<file path="src/rtl/mult_pkg.sv">
// Shared definitions for the sequential shift-and-add multiplier.
package mult_pkg;

  typedef enum logic [1:0] {
    IDLE = 2'd0,
    RUN  = 2'd1,
    DONE = 2'd2
  } mult_state_t;

  // Default operand width, shared by the design and its bench.
  localparam int MULT_WORD_LENGTH = 8;

endpackage

</file>
<file path="src/rtl/shift_left_load_register.sv">
// Loadable left-shift register with zero fill; a load wins over a shift.
module shift_left_load_register #(
  parameter int WIDTH = 16
) (
  input  logic             clk,
  input  logic             reset,
  input  logic             load,
  input  logic             shift_en,
  input  logic [WIDTH-1:0] data_in,
  output logic [WIDTH-1:0] data_out
);

  logic [WIDTH-1:0] data_reg;

  // Hold, load, or shift left by one, with an asynchronous clear.
  always_ff @(posedge clk or negedge reset) begin
    if (!reset) begin
      data_reg <= '0;
    end else if (load) begin
      data_reg <= data_in;
    end else if (shift_en) begin
      data_reg <= {data_reg[WIDTH-2:0], 1'b0};
    end
  end

  assign data_out = data_reg;

endmodule

</file>
<file path="src/rtl/shift_add_multiplier_ctrl.sv">
// Unsigned shift-and-add multiplier: one multiplier bit per clock,
// a fixed WORD_LENGTH iterations, then a one-cycle done pulse.
module shift_add_multiplier_ctrl
  import mult_pkg::*;
#(
  parameter int WORD_LENGTH = MULT_WORD_LENGTH
) (
  input  logic                       clk,
  input  logic                       reset,
  input  logic                       start,
  input  logic [WORD_LENGTH-1:0]     multiplicand,
  input  logic [WORD_LENGTH-1:0]     multiplier,
  output logic                       ready,
  output logic                       done,
  output logic [2*WORD_LENGTH-1:0]   product
);

  localparam int PW = 2 * WORD_LENGTH;
  localparam int CW = $clog2(WORD_LENGTH + 1);

  mult_state_t            state_reg;
  mult_state_t            state_next;
  logic [PW-1:0]          mcand_reg;
  logic [PW-1:0]          acc_reg;
  logic [PW-1:0]          acc_next;
  logic [PW-1:0]          product_reg;
  logic [WORD_LENGTH-1:0] mplier_reg;
  logic [CW-1:0]          count_reg;
  logic                   last_iter;
  logic                   load_op;
  logic                   shift_op;

  // Multiplicand is zero-extended so it can shift up into the product width.
  shift_left_load_register #(
    .WIDTH (PW)
  ) u_mcand_reg (
    .clk      (clk),
    .reset    (reset),
    .load     (load_op),
    .shift_en (shift_op),
    .data_in  ({{WORD_LENGTH{1'b0}}, multiplicand}),
    .data_out (mcand_reg)
  );

  // Conditional add of the current multiplicand weight.
  always_comb begin
    acc_next = acc_reg;
    if (mplier_reg[0]) begin
      acc_next = acc_reg + mcand_reg;
    end
  end

  assign last_iter = (count_reg == CW'(WORD_LENGTH - 1));

  // State register.
  always_ff @(posedge clk or negedge reset) begin
    if (!reset) begin
      state_reg <= IDLE;
    end else begin
      state_reg <= state_next;
    end
  end

  // Next-state and control decode; ready/done depend on state only.
  always_comb begin
    state_next = state_reg;
    ready      = 1'b0;
    done       = 1'b0;
    load_op    = 1'b0;
    shift_op   = 1'b0;
    case (state_reg)
      IDLE: begin
        ready = 1'b1;
        if (start) begin
          load_op    = 1'b1;
          state_next = RUN;
        end
      end
      RUN: begin
        shift_op = 1'b1;
        if (last_iter) begin
          state_next = DONE;
        end
      end
      DONE: begin
        done       = 1'b1;
        state_next = IDLE;
      end
      default: begin
        state_next = IDLE;
      end
    endcase
  end

  // Multiplier shift, accumulator, iteration count and result capture.
  always_ff @(posedge clk or negedge reset) begin
    if (!reset) begin
      mplier_reg  <= '0;
      acc_reg     <= '0;
      count_reg   <= '0;
      product_reg <= '0;
    end else if (load_op) begin
      mplier_reg <= multiplier;
      acc_reg    <= '0;
      count_reg  <= '0;
    end else if (shift_op) begin
      acc_reg    <= acc_next;
      mplier_reg <= mplier_reg >> 1;
      count_reg  <= count_reg + CW'(1);
      if (last_iter) begin
        product_reg <= acc_next;
      end
    end
  end

  assign product = product_reg;

endmodule

</file>
<file path="config.mk">
export PLATFORM = sky130hd
export DESIGN_NAME = shift_add_multiplier_ctrl
export DESIGN_NICKNAME = d
export VERILOG_FILES = /design/src/rtl/mult_pkg.sv /design/src/rtl/shift_left_load_register.sv /design/src/rtl/shift_add_multiplier_ctrl.sv
export SDC_FILE = /design/constraint.sdc
export NUM_CORES = 1
export LEC_CHECK = 0
export BUFFER_PORTS_ARGS = -buffer_cell sky130_fd_sc_hd__buf_4
export CAP_MARGIN = 20
export CORE_MARGIN = 2
export CORE_UTILIZATION = 55
export CTS_CLUSTER_DIAMETER = 120
export DETAILED_ROUTE_END_ITERATION = 10
export GPL_TIMING_DRIVEN = 0
export PLACE_DENSITY_LB_ADDON = 0.12
export SLEW_MARGIN = 0
export SYNTH_ARGS = -nofsm -noshare
export SYNTH_HDL_FRONTEND = slang
export SYNTH_SLANG_ARGS = --single-unit
</file>
<file path="constraint.sdc">
create_clock -name clk -period 6.9 [get_ports clk]
set_input_delay 0.345 -clock clk [delete_from_list [all_inputs] [get_ports clk]]
set_output_delay 0.345 -clock clk [all_outputs]
set_load 0.005 [all_outputs]
</file>
# ---- Yosys cells after proc, flatten, opt, wreduce, memory -nomap -nowiden
# Index checks and enable logic that the tools add are counted.
dict set report word_totals {
  ff_bits 62
  in_bits 19
  output_inout_bits 18
  word_cells 35
}
dict set report op_classes {
  add_sub_neg 2
  eq_ne 5
  mux 17
  bitwise_logic 1
  reduce_logical 4
}
# operator count
set ops {}
lappend ops {{16-bit two-way mux} 5}
lappend ops {{16-bit adder} 1}
lappend ops {{8-bit two-way mux} 2}
lappend ops {{4-bit two-way mux} 2}
lappend ops {{1-bit two-way mux} 5}
lappend ops {{4-bit by 1-bit adder with 4-bit output (second input constant)} 1}
lappend ops {{4-bit by 3-bit equality test with 1-bit output (second input constant)} 1}
lappend ops {{2-bit two-way mux} 2}
lappend ops {{2-bit inequality test (second input constant)} 2}
lappend ops {{2-bit one-hot mux with 2 select lines} 1}
lappend ops {{3-bit AND reduction} 1}
lappend ops {{2-bit by 1-bit equality test with 1-bit output (second input constant)} 1}
lappend ops {{2-bit equality test (second input constant)} 1}
lappend ops {{2-bit logical NOT} 1}
lappend ops {{2-bit AND reduction} 1}
lappend ops {{2-bit nonzero test} 1}
lappend ops {{1-bit inverter} 1}

# ---- Depth between registers and ports, before layout
dict set report depth {
  depth_word 4
  mapped_depth 9
  mapped_depth_nobuf 9
}

# ---- Hierarchy
# Synthesis repeated with hierarchy kept, for this count alone.
dict set report unflattened {
  cells_unflattened 356
  area_unflattened_um2 3445.8
}
# module instances cells_per_inst area_per_inst_um2
set by_module_without_submodules {}
lappend by_module_without_submodules {shift_add_multiplier_ctrl 1 287 2703.8}
lappend by_module_without_submodules {shift_left_load_register 1 69 742.0}

# ---- Worst setup path before layout
# OpenSTA, ideal clock, no wires.
dict set report synth_timing {
  path_kind {flip-flop to flip-flop}
  start {reg u_mcand_reg.data_reg[0] (netlist: u_mcand_reg.data_out[0])}
  end {reg product_reg[12] (netlist: product[12])}
  setup_ns 0.065
  arrival_ns 2.332
  setup_slack_ns 4.503
  path_stages_with_launch 10
  path_buffers 0
  cell_sequence {dfrtp_1 ha_1 fa_1 a21o_1 a221oi_2 nor3_2 o31ai_2 a21boi_1 o311ai_1 o21a_1}
}
dict set report synth_via {
  elab_chain_cells 2
}
# element line
set synth_lines {}
lappend synth_lines {{from (decl)} shift_left_load_register.sv:13} ;# logic [WIDTH-1:0] data_reg;
lappend synth_lines {{from (signal assigned)} shift_left_load_register.sv:20} ;# data_reg <= data_in;
lappend synth_lines {{from (signal assigned)} shift_left_load_register.sv:22} ;# data_reg <= {data_reg[WIDTH-2:0], 1'b0};
lappend synth_lines {{16-bit adder} shift_add_multiplier_ctrl.sv:49} ;# acc_next = acc_reg + mcand_reg;
lappend synth_lines {{16-bit two-way mux} shift_add_multiplier_ctrl.sv:48} ;# if (mplier_reg[0]) begin
lappend synth_lines {{to (signal assigned)} shift_add_multiplier_ctrl.sv:111} ;# product_reg <= acc_next;
lappend synth_lines {{to (decl)} shift_add_multiplier_ctrl.sv:26} ;# logic [PW-1:0] product_reg;
# No other way between the ends.
# A chain may end at the register's enable or synchronous reset.

# ---- Worst setup path in the final report
# Same ends and word-level chain as after synthesis.

==> impl_metrics.py <==
metrics = {
    "routing": {
        "drt_pass1_iterations": 4,
        "drc": 0,
        "drt-total-wl_um": 7290,
        "wl_per_cell_um": 15.4,
        "vias_per_cell": 5.57,
        "drt_iter0_drc": 94,
        "vias": 2630,
        "ant_nets": 0,
    },
    "setup_path": {
        "critical_path_class": "reg -> reg",
        "end_kind": "flip-flop",
        "arrival_ps": 3040,
        "cp_max_fo": 4,
        "reg2regPathDepth": 9,
        "reg2reg_to": "product[12]",
        "crit_path_start_kind": "flip-flop",
        "timing.rr.start": "u_mcand_reg.data_out[0]",
        "critPathRequiredTime_ps": 7180,
        "worst-r2r-setup-slack_ps": 4130,
        "startpoint": "u_mcand_reg.data_out[0]",
    },
    "timing": {
        "rsz0062_at_grt": "no",
        "setup_viol": 0,
        "worstMarginPinSlew_ps": 756,
        "slew_violations": 0,
        "final.setup.worst_slack_ps": 4130,
        "max_freq_mhz": 361,
        "fin_tns_setup_ps": 0,
        "post-route-period-util_pct": 40.1,
        "slew_headroom_pct": 49.4,
        "holdWs_ps": 82.9,
        "finalHoldViolCount": 0,
        "final.min_clock_period_ps": 2770,
        "clock_skew_ps": 7.85,
    },
    "clock_network": {
        "cts_setup_buffers": 0,
        "cts_made_buffers": 9,
        "clk_pin_slew_ps": 70,
        "insertion_delay_ps": 340,
        "h-tree-depth": 3,
        "cts_tree": "yes",
        "cts_resized": 0,
        "clk_path_buf_depth": 2,
        "root_buffer": "clkbuf_8",
        "clock_sinks": 62,
        "cts_hold_buf": 0,
    },
    "layout": {
        "stdcell_area_mm2": 0.00379,
        "utilization_pct": 65.2,
        "syn2layout_area_growth_pct": 16.5,
        "final_cells": 472,
        "diodes": 0,
        "nFillCells": 519,
        "drive_gt1_share_pct": 14.9,
        "fin_nets": 429,
    },
    "power": {
        "ir_drop_mv": 0.207,
        "power.total_mw": 1.84,
        "p_leak_nw": 1.83,
        "power_density_mw_per_mm2": 486,
    },
    "grt": {
        "grt_max_degree": 63,
        "grt_use_total_pct": 24.9,
        "grt_pass1_wl_um": 12200,
        "antenna_found_initial": 0,
        "grt_pass1_vias": 2523,
        "grt-ovfl-total": 0,
    },
    "logic_synthesis": {
        "ys.flop_type": "dfrtp_1",
        "syn_inst": 346,
        "ys_types": 45,
        "synthTopCellsByArea": "dfrtp_1 (48%), nand2_1 (8.8%), ha_1 (6.1%), o21ai_0 (5.2%), a21oi_1 (3.2%)",
        "synthesis.area_mm2": 0.00326,
        "synthArstFlopShare_pct": 100,
        "synth_area_leader_cell": "dfrtp_1",
        "synth.net_count": 382,
        "synth_edf_count": 0,
        "synth.most_common_cell": "nand2_1",
        "yosys-top-cells-count": "nand2_1 (76), dfrtp_1 (62), o21ai_0 (34), a21oi_1 (21), nor2_1 (17)",
        "ys_seq_area_share_pct": 47.7,
        "yosys_register_bits": 62,
        "synth.top_cell.area_share_pct": 47.7,
        "synth.yosys.warnings": 0,
        "synth.avg_cell_area_um2": 9.41,
    },
    "floorplanning": {
        "die_y_um": 80.9,
        "core_region_area_mm2": 0.00582,
        "start_util_pct": 56.0,
        "die_w_um": 80.9,
        "dieArea_mm2": 0.00655,
        "ioPinCount": 37,
        "num_rows": 28,
    },
    "place": {
        "gp_congestion": 0.854,
        "placed_area_mm2": 0.00362,
        "port_buffers": 36,
        "dp_cells": 457,
        "place_ws_ps": 4150,
        "dp_hpwl_um": 5340,
    },
    "min_path": {
        "hold_class": "in -> async",
    },
    "job": {
        "drv_cap": 0,
    },
    "status": {
        "status": "complete, no violations",
    },
}
worst max path at each step:
stage,slack (ps),end
finish,4130,product[12]
global route,4010,product[12]
CTS,4140,product[12]
detailed placement,4150,product[12]
global placement,4180,product[12]
floorplan,4500,product[12]
placed cells by master (no fill, tap or decap), types with 3 or more instances in the layout:
master	instances
clkinv_2	3
clkbuf_8	11
xor2_1	6
a211oi_1	3
a22o_1	9
a21oi_1	21
nand3_1	5
a21o_1	7
nor2_1	17
inv_1	8
and3_1	3
o21ai_0	34
xnor2_1	7
nand2_1	76
buf_4	36
a22oi_1	13
dfrtp_1	62
o31ai_1	6
ha_1	16
mux2i_1	8
clkbuf_1	14
cell type report:
type                    instances  area (um2)  area share, %
clock inverters                 4        22.5          0.594
plain buffers                  17        72.6           1.91
clock buffers                  11         151           3.99
well taps                      75        93.8           2.47
repair buffers                 36         270           7.12
multi-input cells             259        1600           42.2
inverters                       8        30.0          0.792
flip-flops and latches         62        1550           40.9
report_power, final:
group / internal (mW) / total [mW] / switching [mW]
logic: 0.389 / 0.924 / 0.535
clock network: 0.146 / 0.285 / 0.139
registers: 0.519 / 0.636 / 0.117
logic make-up after synthesis:
group | after synthesis | synth area share, %
AOI/OAI and AO/OA | 109 | 22.0
xor gates and xnor gates | 13 | 3.50
adders and majority gates | 17 | 6.76
buffers and inverters | 25 | 3.15
DFF | 62 | 47.7
muxes | 8 | 2.46
and+or+nand+nor | 112 | 14.5
worst max-delay path, cell delays in order, from the launching register on:
cell	delay (ps)
dfrtp_1	430
ha_1	260
fa_1	410
a21o_1	200
a221oi_2	440
nor3_2	100
o31ai_2	280
a21boi_1	130
o311ai_1	290
o21a_1	160
layer usage:
layer	share of wire, %	track usage [%]
met2	46	39.5
met5	0	0
met1	48	34.7
met4	1.8	9.15
met3	4.1	3.89
No activity file was read; power rests on OpenSTA's default activity.
